`src/rtl/xadc_scan_ctrl.sv`:
```
// Periodic XADC VAUX scanner: DRP-reads each enabled channel, keeps the latest 12-bit sample per channel.
// Latency: tick/start -> den in 2 cycles; no backpressure beyond the DRP drdy handshake, bounded by TIMEOUT.
module xadc_scan_ctrl #(
    parameter int TIMEOUT = 255
) (
    input  logic        clk,
    input  logic        reset,
    input  logic        cs,
    input  logic        read,
    input  logic        write,
    input  logic [4:0]  addr,
    input  logic [31:0] wr_data,
    output logic [31:0] rd_data,
    output logic        den,
    output logic        dwe,
    output logic [6:0]  daddr,
    output logic [15:0] di,
    input  logic [15:0] drp_do,
    input  logic        drdy,
    output logic        busy
);
    localparam int WW = $clog2(TIMEOUT + 1);

    typedef enum logic [1:0] {IDLE, SEL, ISSUE, WAIT} state_t;

    state_t        state;
    logic          enable;
    logic [15:0]   mask;
    logic [31:0]   period;
    logic [31:0]   tmr;
    logic          timeout_flag;
    logic          overrun_flag;
    logic [31:0]   scan_count;
    logic [11:0]   result [16];
    logic [15:0]   valid;
    logic [15:0]   pend;
    logic [3:0]    ch;
    logic [3:0]    sel_ch;
    logic          single;
    logic          abort;
    logic [WW-1:0] wcnt;

    logic wr_en, rd_en, tick, start_req, abort_now;

    assign wr_en     = cs & write;
    assign rd_en     = cs & read;
    assign start_req = wr_en && (addr == 5'd0) && wr_data[1];
    // Terminal count at period-1; periods of 0 and 1 both tick every cycle.
    assign tick      = enable && ((period <= 32'd1) || (tmr >= period - 32'd1));
    assign abort_now = abort | (~single & ~enable);
    assign busy      = (state != IDLE);
    assign dwe       = 1'b0;
    assign di        = 16'd0;

    always_comb begin
        sel_ch = 4'd0;
        for (int i = 15; i >= 0; i--) begin
            if (pend[i]) sel_ch = 4'(i);
        end
    end

    always_ff @(posedge clk or posedge reset) begin
        if (reset) begin
            enable <= 1'b0;
            mask   <= 16'd0;
            period <= 32'd0;
            tmr    <= 32'd0;
        end else begin
            if (wr_en && addr == 5'd0) enable <= wr_data[0];
            if (wr_en && addr == 5'd1) mask   <= wr_data[15:0];
            if (wr_en && addr == 5'd2) period <= wr_data;
            if (!enable || tick) tmr <= 32'd0;
            else                 tmr <= tmr + 32'd1;
        end
    end

    always_ff @(posedge clk or posedge reset) begin
        if (reset) begin
            state        <= IDLE;
            den          <= 1'b0;
            daddr        <= 7'd0;
            timeout_flag <= 1'b0;
            overrun_flag <= 1'b0;
            scan_count   <= 32'd0;
            valid        <= 16'd0;
            pend         <= 16'd0;
            ch           <= 4'd0;
            single       <= 1'b0;
            abort        <= 1'b0;
            wcnt         <= '0;
            for (int i = 0; i < 16; i++) result[i] <= 12'd0;
        end else begin
            den <= 1'b0;
            // Read-clear comes first so a same-cycle sample update keeps valid set.
            if (rd_en && addr[4]) valid[addr[3:0]] <= 1'b0;
            if (wr_en && addr == 5'd3) begin
                timeout_flag <= 1'b0;
                overrun_flag <= 1'b0;
            end
            if (tick && state != IDLE) overrun_flag <= 1'b1;
            if (state != IDLE && !single && !enable) abort <= 1'b1;

            case (state)
                IDLE: begin
                    if (start_req || tick) begin
                        state  <= SEL;
                        pend   <= mask;
                        single <= start_req;
                        abort  <= 1'b0;
                    end
                end
                SEL: begin
                    if (pend == 16'd0 || abort_now) begin
                        if (!abort_now) scan_count <= scan_count + 32'd1;
                        state <= IDLE;
                    end else begin
                        ch           <= sel_ch;
                        pend[sel_ch] <= 1'b0;
                        daddr        <= 7'h10 + {3'b000, sel_ch};
                        den          <= 1'b1;
                        state        <= ISSUE;
                    end
                end
                ISSUE: begin
                    wcnt  <= '0;
                    state <= WAIT;
                end
                WAIT: begin
                    if (drdy) begin
                        result[ch] <= drp_do[15:4];
                        valid[ch]  <= 1'b1;
                        state      <= SEL;
                    end else if (wcnt == WW'(TIMEOUT - 1)) begin
                        timeout_flag <= 1'b1;
                        state        <= SEL;
                    end else begin
                        wcnt <= wcnt + 1'b1;
                    end
                end
                default: state <= IDLE;
            endcase
        end
    end

    always_comb begin
        rd_data = 32'd0;
        case (addr)
            5'd0: rd_data = {31'd0, enable};
            5'd1: rd_data = {16'd0, mask};
            5'd2: rd_data = period;
            5'd3: rd_data = {29'd0, overrun_flag, timeout_flag, busy};
            5'd4: rd_data = scan_count;
            default: begin
                if (addr[4]) rd_data = {15'd0, valid[addr[3:0]], 4'd0, result[addr[3:0]]};
            end
        endcase
    end
endmodule
```
`config.mk`:
```
export PLATFORM = sky130hd
export DESIGN_NAME = xadc_scan_ctrl
export DESIGN_NICKNAME = d
export VERILOG_FILES = /design/src/rtl/xadc_scan_ctrl.sv
export SDC_FILE = /design/constraint.sdc
export NUM_CORES = 1
export LEC_CHECK = 0
export BUFFER_PORTS_ARGS = -buffer_cell sky130_fd_sc_hd__buf_2
export CAP_MARGIN = 20
export CORE_MARGIN = 10
export CORE_UTILIZATION = 26
export CTS_CLUSTER_DIAMETER = 40
export DETAILED_ROUTE_END_ITERATION = 7
export PLACE_DENSITY_LB_ADDON = 0.3
export SKIP_LAST_GASP = 1
export SLEW_MARGIN = 25
export SYNTH_ARGS = -nofsm -noshare
export SYNTH_HDL_FRONTEND = slang
export SYNTH_SLANG_ARGS = --single-unit
```
`constraint.sdc`:
```
create_clock -name clk -period 29 [get_ports clk]
set_input_delay 0 -clock clk [delete_from_list [all_inputs] [get_ports clk]]
set_output_delay 0 -clock clk [all_outputs]
set_load 0.02 [all_outputs]
```
Word-level counts from Yosys, hierarchy flattened
Index checks and enable logic that the tools add are counted.
Storage, ports and cells
  bits in registers: 363
  input bits: 59
  output and inout port bits: 58
  word-level logic and storage cells: 168
Cells by class
  add/subtract/negate cells: 5
  $lt $le $gt $ge: 11
  equal/unequal tests: 13
  mux-type cells: 58
  bitwise gates (word level): 15
  reductions and logical operators: 34
Operators by type and width (number)
  bitwise mux 192 bit: 1
  one-hot mux 32 bit (5 select lines): 1
  2-to-1 mux 16 bit: 5
  adder 32 x 1 -> 32 bit (second input constant): 2
  2-to-1 mux 4 bit: 16
  binary-select mux 12 bit (select 4 bit): 1
  demux 12 bit (select 4 bit): 1
  2-to-1 mux 12 bit: 3
  bitwise AND 16 bit: 2
  >= comparator 32 bit: 1
  less-or-equal comparator 32 x 1 -> 1 bit (second input constant): 1
  2-to-1 mux 32 bit: 1
  inverter 16 bit: 2
  one-hot mux 16 bit (2 select lines): 1
  subtractor 32 x 1 -> 32 bit (second input constant): 1
  2-to-1 mux 17 bit: 1
  logical NOT 16 bit: 1
  2-to-1 mux 8 bit: 2
  bitwise OR 16 bit: 1
  one-hot mux 8 bit (2 select lines): 1
  < comparator 4 x 5 -> 1 bit (second input constant): 3
  2-to-1 mux 1 bit: 15
  logical AND 1 bit: 14
  demux 1 bit (select 4 bit): 3
  other kinds (27): 56

Depth between registers and ports, before layout
  word-level depth: 24
  mapped depth: 19
  gate-level depth less buffers: 17

Worst setup path after synthesis
Ideal clock, no wire load.
  path type: flip-flop to flip-flop
  from: register period[4]
  to: register pend[1]
  library setup time: 0.126 ns
  data arrival time: 3.619 ns
  data required time: 28.874 ns
  path slack: 25.255 ns
  stages on the path, launching flop included: 20
  buffers on the path: 2
  period minus slack after synthesis: 3.745 ns
  cells stage by stage: dfrtp_1 > or3_1 > nor2_1 > nand3_1 > nor2_1 > nand3b_1 > nor2_1 > nand3b_1 > xor2_1 > ha_1 > nand4_1 > o21ai_0 > o221ai_1 > nand4_1 > o21ai_1 > a21oi_4 > and2_1 > buf_6 > buf_12 > a221o_1
On the way
  word-level cells in the longest chain between the ends: 7
  elaborated cells between the ends (all ways): 8
  classes of those cells: add/sub: 1; order compare: 2; eq/ne: 1; reduce/logical: 4
RTL lines
  from (decl): line 29  | logic [31:0] period;
  from (signal assigned): line 71  | if (wr_en && addr == 5'd2) period <= wr_data;
  subtractor 32 x 1 -> 32 bit: line 49  | assign tick = enable && ((period <= 32'd1) || (tmr >= period - 32'd1));
  >= comparator 32 bit: line 49
  logical OR 1 bit *: line 49
  logical AND 1 bit *: line 49
  logical OR 1 bit *: line 105  | if (start_req || tick) begin
  inequality test 2 bit (no line) *
  AND reduction 3 bit (no line) *
  to (signal assigned): line 107  | pend <= mask;
  to (decl): line 36  | logic [15:0] pend;
Mark *: on every way between the ends. The rest lies on a longest branch, timed or not.
A chain may end at the register's enable or synchronous reset.

Final worst setup path
  from: register period[6]
  to: register pend[2]
The elaborated chain is that of the path after synthesis.

==> results.yml <==
timing:
  period_minus_slack_ns: 4.66
  holdWs_ns: 0.0513
  fin_setup_tns_ns: 0
  hold_viol: 0
  max_slew_margin_pct: 28.9
  clock_skew_ns: 0.0226
  fmax_mhz: 215
  rsz0062_at_grt: "no"
  setup_viol: 0
  post-route-period-util_pct: 16.1
  setup_ws_ns: 24.34
  maxSlewViolCount: 0
  tightest_slew_ns: 1.06
drt:
  wl_met1_um: 22200
  wl_per_cell_um: 19.7
  drtIter0Drc: 761
  viasPerCell: 4.85
  dr.max_layer_used: "met5"
  wirelength_um: 49300
  wl_met2_um: 23600
  wl_met3_um: 2490
  first_pass_iters: 6
  via_count: 12149
  post-route-drc-count: 0
  postRouteAntennaNets: 0
clock_tree:
  cts_buffers: 69
  clk_latency_ns: 0.59
  htree_num_levels: 3
  cts_setup_buffers: 0
  ctsResizeCount: 0
  clock-root-buffer: "clkbuf_16"
  clkTransAtPathRegs_ns: 0.05
  cts_tree: "done"
  numClockSinks: 357
  clock_path_buffers: 3
  hold_buffers: 46
power:
  internal_power_uw: 1140
  switching_power_uw: 404
  seqPwrFrac_pct: 36.7
  p_leak_uw: 0.0103
  peakVddDrop_uv: 43.1
  switching_share_pct: 26.1
  p_per_area_nw_per_um2: 70.0
  pwr-share-clk_pct: 52.1
  comb_power_share_pct: 11.2
global_route:
  overflow: 0
  gr-usage-all-layers_pct: 12.4
  grt_pass1_wl_um: 76800
  grt_antenna_before_repair: 5
  grt_max_degree: 135
  grt_pass1_vias: 12807
placement:
  placedCellCount: 2335
  hpwl_um: 32800
  dp_slack_ns: 24.27
  port_buffers: 93
  gp_congestion: 0.815
min_path:
  hold_start: "cs"
  hp-class: "in -> reg"
synthesis:
  synth_edf_count: 0
  syn_avg_cell_area_um2: 12.7
  synthArstFlopShare_pct: 100
  netlist_area_um2: 17900
  post_synth_main_area_contributors: "dfrtp_1, mux2_2, mux4_2"
  ys_seq_area_share_pct: 49.8
  yosysMostFrequentCell: "dfrtp_1"
  synthCells: 1416
  netlist_top_cells_count: "dfrtp_1, mux2_2, nor2_1, nand2_1, mux4_2"
  synth-seq-cells: 357
  yosysUniqueCellTypes: 67
  synth_top_area_share_pct: 49.8
  synth-main-ff-cell: "dfrtp_1"
  yosysTopAreaCell: "dfrtp_1"
  ys.warnings.count: 0
floorplan:
  die_width_um: 283
  io_pins: 117
  core_area_um2: 68500
  initial_utilization_pct: 26.2
  num_rows: 96
  fp.dieH_um: 283
  dieArea_um2: 79800
final_layout:
  n_antenna_cell: 0
  final_nets: 1672
  fin_cells: 2504
  nFillCells: 6805
  syn_to_final_growth_pct: 23.3
  multi_input_area_um2: 8540
  ff_latch_area_um2: 8930
  drive_above_1_share_pct: 34.1
worst_setup_path:
  critPathArrivalTime_ns: 5.17
  setup.worst_path.start_class: "register"
  startpoint: "period[6]$_DFFE_PP0P_"
  worstSetupPathType: "reg -> reg"
  required_ns: 29.51
  worst-path-max-fanout: 16
  rr_startpoint: "period[6]$_DFFE_PP0P_"
  cp-end-kind: "register"
outcome:
  run_status: "completed"
job:
  maxCapViolCount: 0
[power groups by stage]
stage / sequential [uW] / clock [uW] / combinational, uW
6_report: 568 / 807 / 173
5_1_grt: 572 / 849 / 193
4_1_cts: 567 / 824 / 176
3_5_place_dp: 574 / 0 / 170
3_3_place_gp: 573 / 0 / 167
2_1_floorplan: 562 / 0 / 131
[worst max-delay path: stages, from the launching register on]
cell and delay [ns]:
dfrtp_1 0.43, or3_1 0.43, nor2_1 0.15, nand3_1 0.21, nor2_1 0.28, nand3b_1 0.28, nor2_1 0.33, nand3b_1 0.14
xor2_1 0.17, ha_1 0.30, nand4_1 0.11, o21ai_0 0.17, o221ai_1 0.26, and3_4 0.29, a21oi_4 0.24, and2_1 0.55
a221o_1 0.25
[per-layer routing]
| metal | vias to the layer above | global-route usage (%) |
|---|---|---|
| met5 | - | 0 |
| met1 | 6272 | 16.2 |
| met2 | 292 | 20.3 |
| met4 | 10 | 3.42 |
| li1 | 5499 | - |
| met3 | 76 | 2.80 |
[path summary, 6_finish.rpt]
kind                                               end  slack [ns]  cells past startpoint
worst max-delay path               pend[2]$_DFFE_PP0P_       24.34                     16
worst min-delay path                enable$_DFFE_PP0P_        0.05                      4
worst max register to register     pend[2]$_DFFE_PP0P_       24.34                     16
worst min register to register    daddr[4]$_DFFE_PP0P_        0.46                      1
max in group asynchronous       result[67]$_DFFE_PP0P_       27.08                      5
min in group asynchronous          wcnt[1]$_DFFE_PP0P_        0.08                      3
[registers in the layout (all words and copies together), names as in the netlist, 2 cells and up]
register	flops
wcnt	8
valid	16
result	192
state	2
scan_count	32
ch	3
tmr	32
pend	16
mask	16
period	32
daddr	2
[through the flow]
| step | cell area (um^2) | utilization (%) | total power [uW] |
|---|---|---|---|
| finish | 22100 | 32.3 | 1550 |
| global route | 22100 | 32.3 | 1610 |
| CTS | 22100 | 32.2 | 1570 |
| detailed placement | 19300 | 28.1 | 745 |
| global placement | 19300 | 28.1 | 740 |
| floorplan | 18000 | - | 693 |
[cell usage in the layout, fill, tap and decap left out, types with 23 or more instances in the layout]
| cell type | n |
|---|---|
| buf_2 | 92 |
| xnor2_1 | 50 |
| mux4_2 | 65 |
| nand2_1 | 91 |
| dfrtp_1 | 357 |
| dlygate4sd3_1 | 46 |
| o21ai_0 | 40 |
| nand3_1 | 37 |
| and3_1 | 23 |
| mux2_2 | 241 |
| ha_1 | 42 |
| nor2_1 | 91 |
| xor2_1 | 47 |
| clkbuf_16 | 71 |
[area by class of cell]
class                           count  area share [%]
Clock buffer                       91            8.79
Clock inverter                     31            1.87
Inverter                           20           0.396
Multi-Input combinational cell    965            38.6
Sequential cell                   357            40.4
Tap cell                          882            4.99
Timing Repair Buffer              158            4.91
[cells by family after synthesis]
kind of cell    Yosys count  share of synthesized area (%)
xor+xnor                 97                           4.74
other cells               1                         0.0209
buf+inv                 112                           3.00
flops                   357                           49.8
fa+ha+maj                42                           2.93
compound gates          142                           5.88
simple gates            354                           9.99
mux                     311                           23.6
Power figures use the tool's default switching activity.
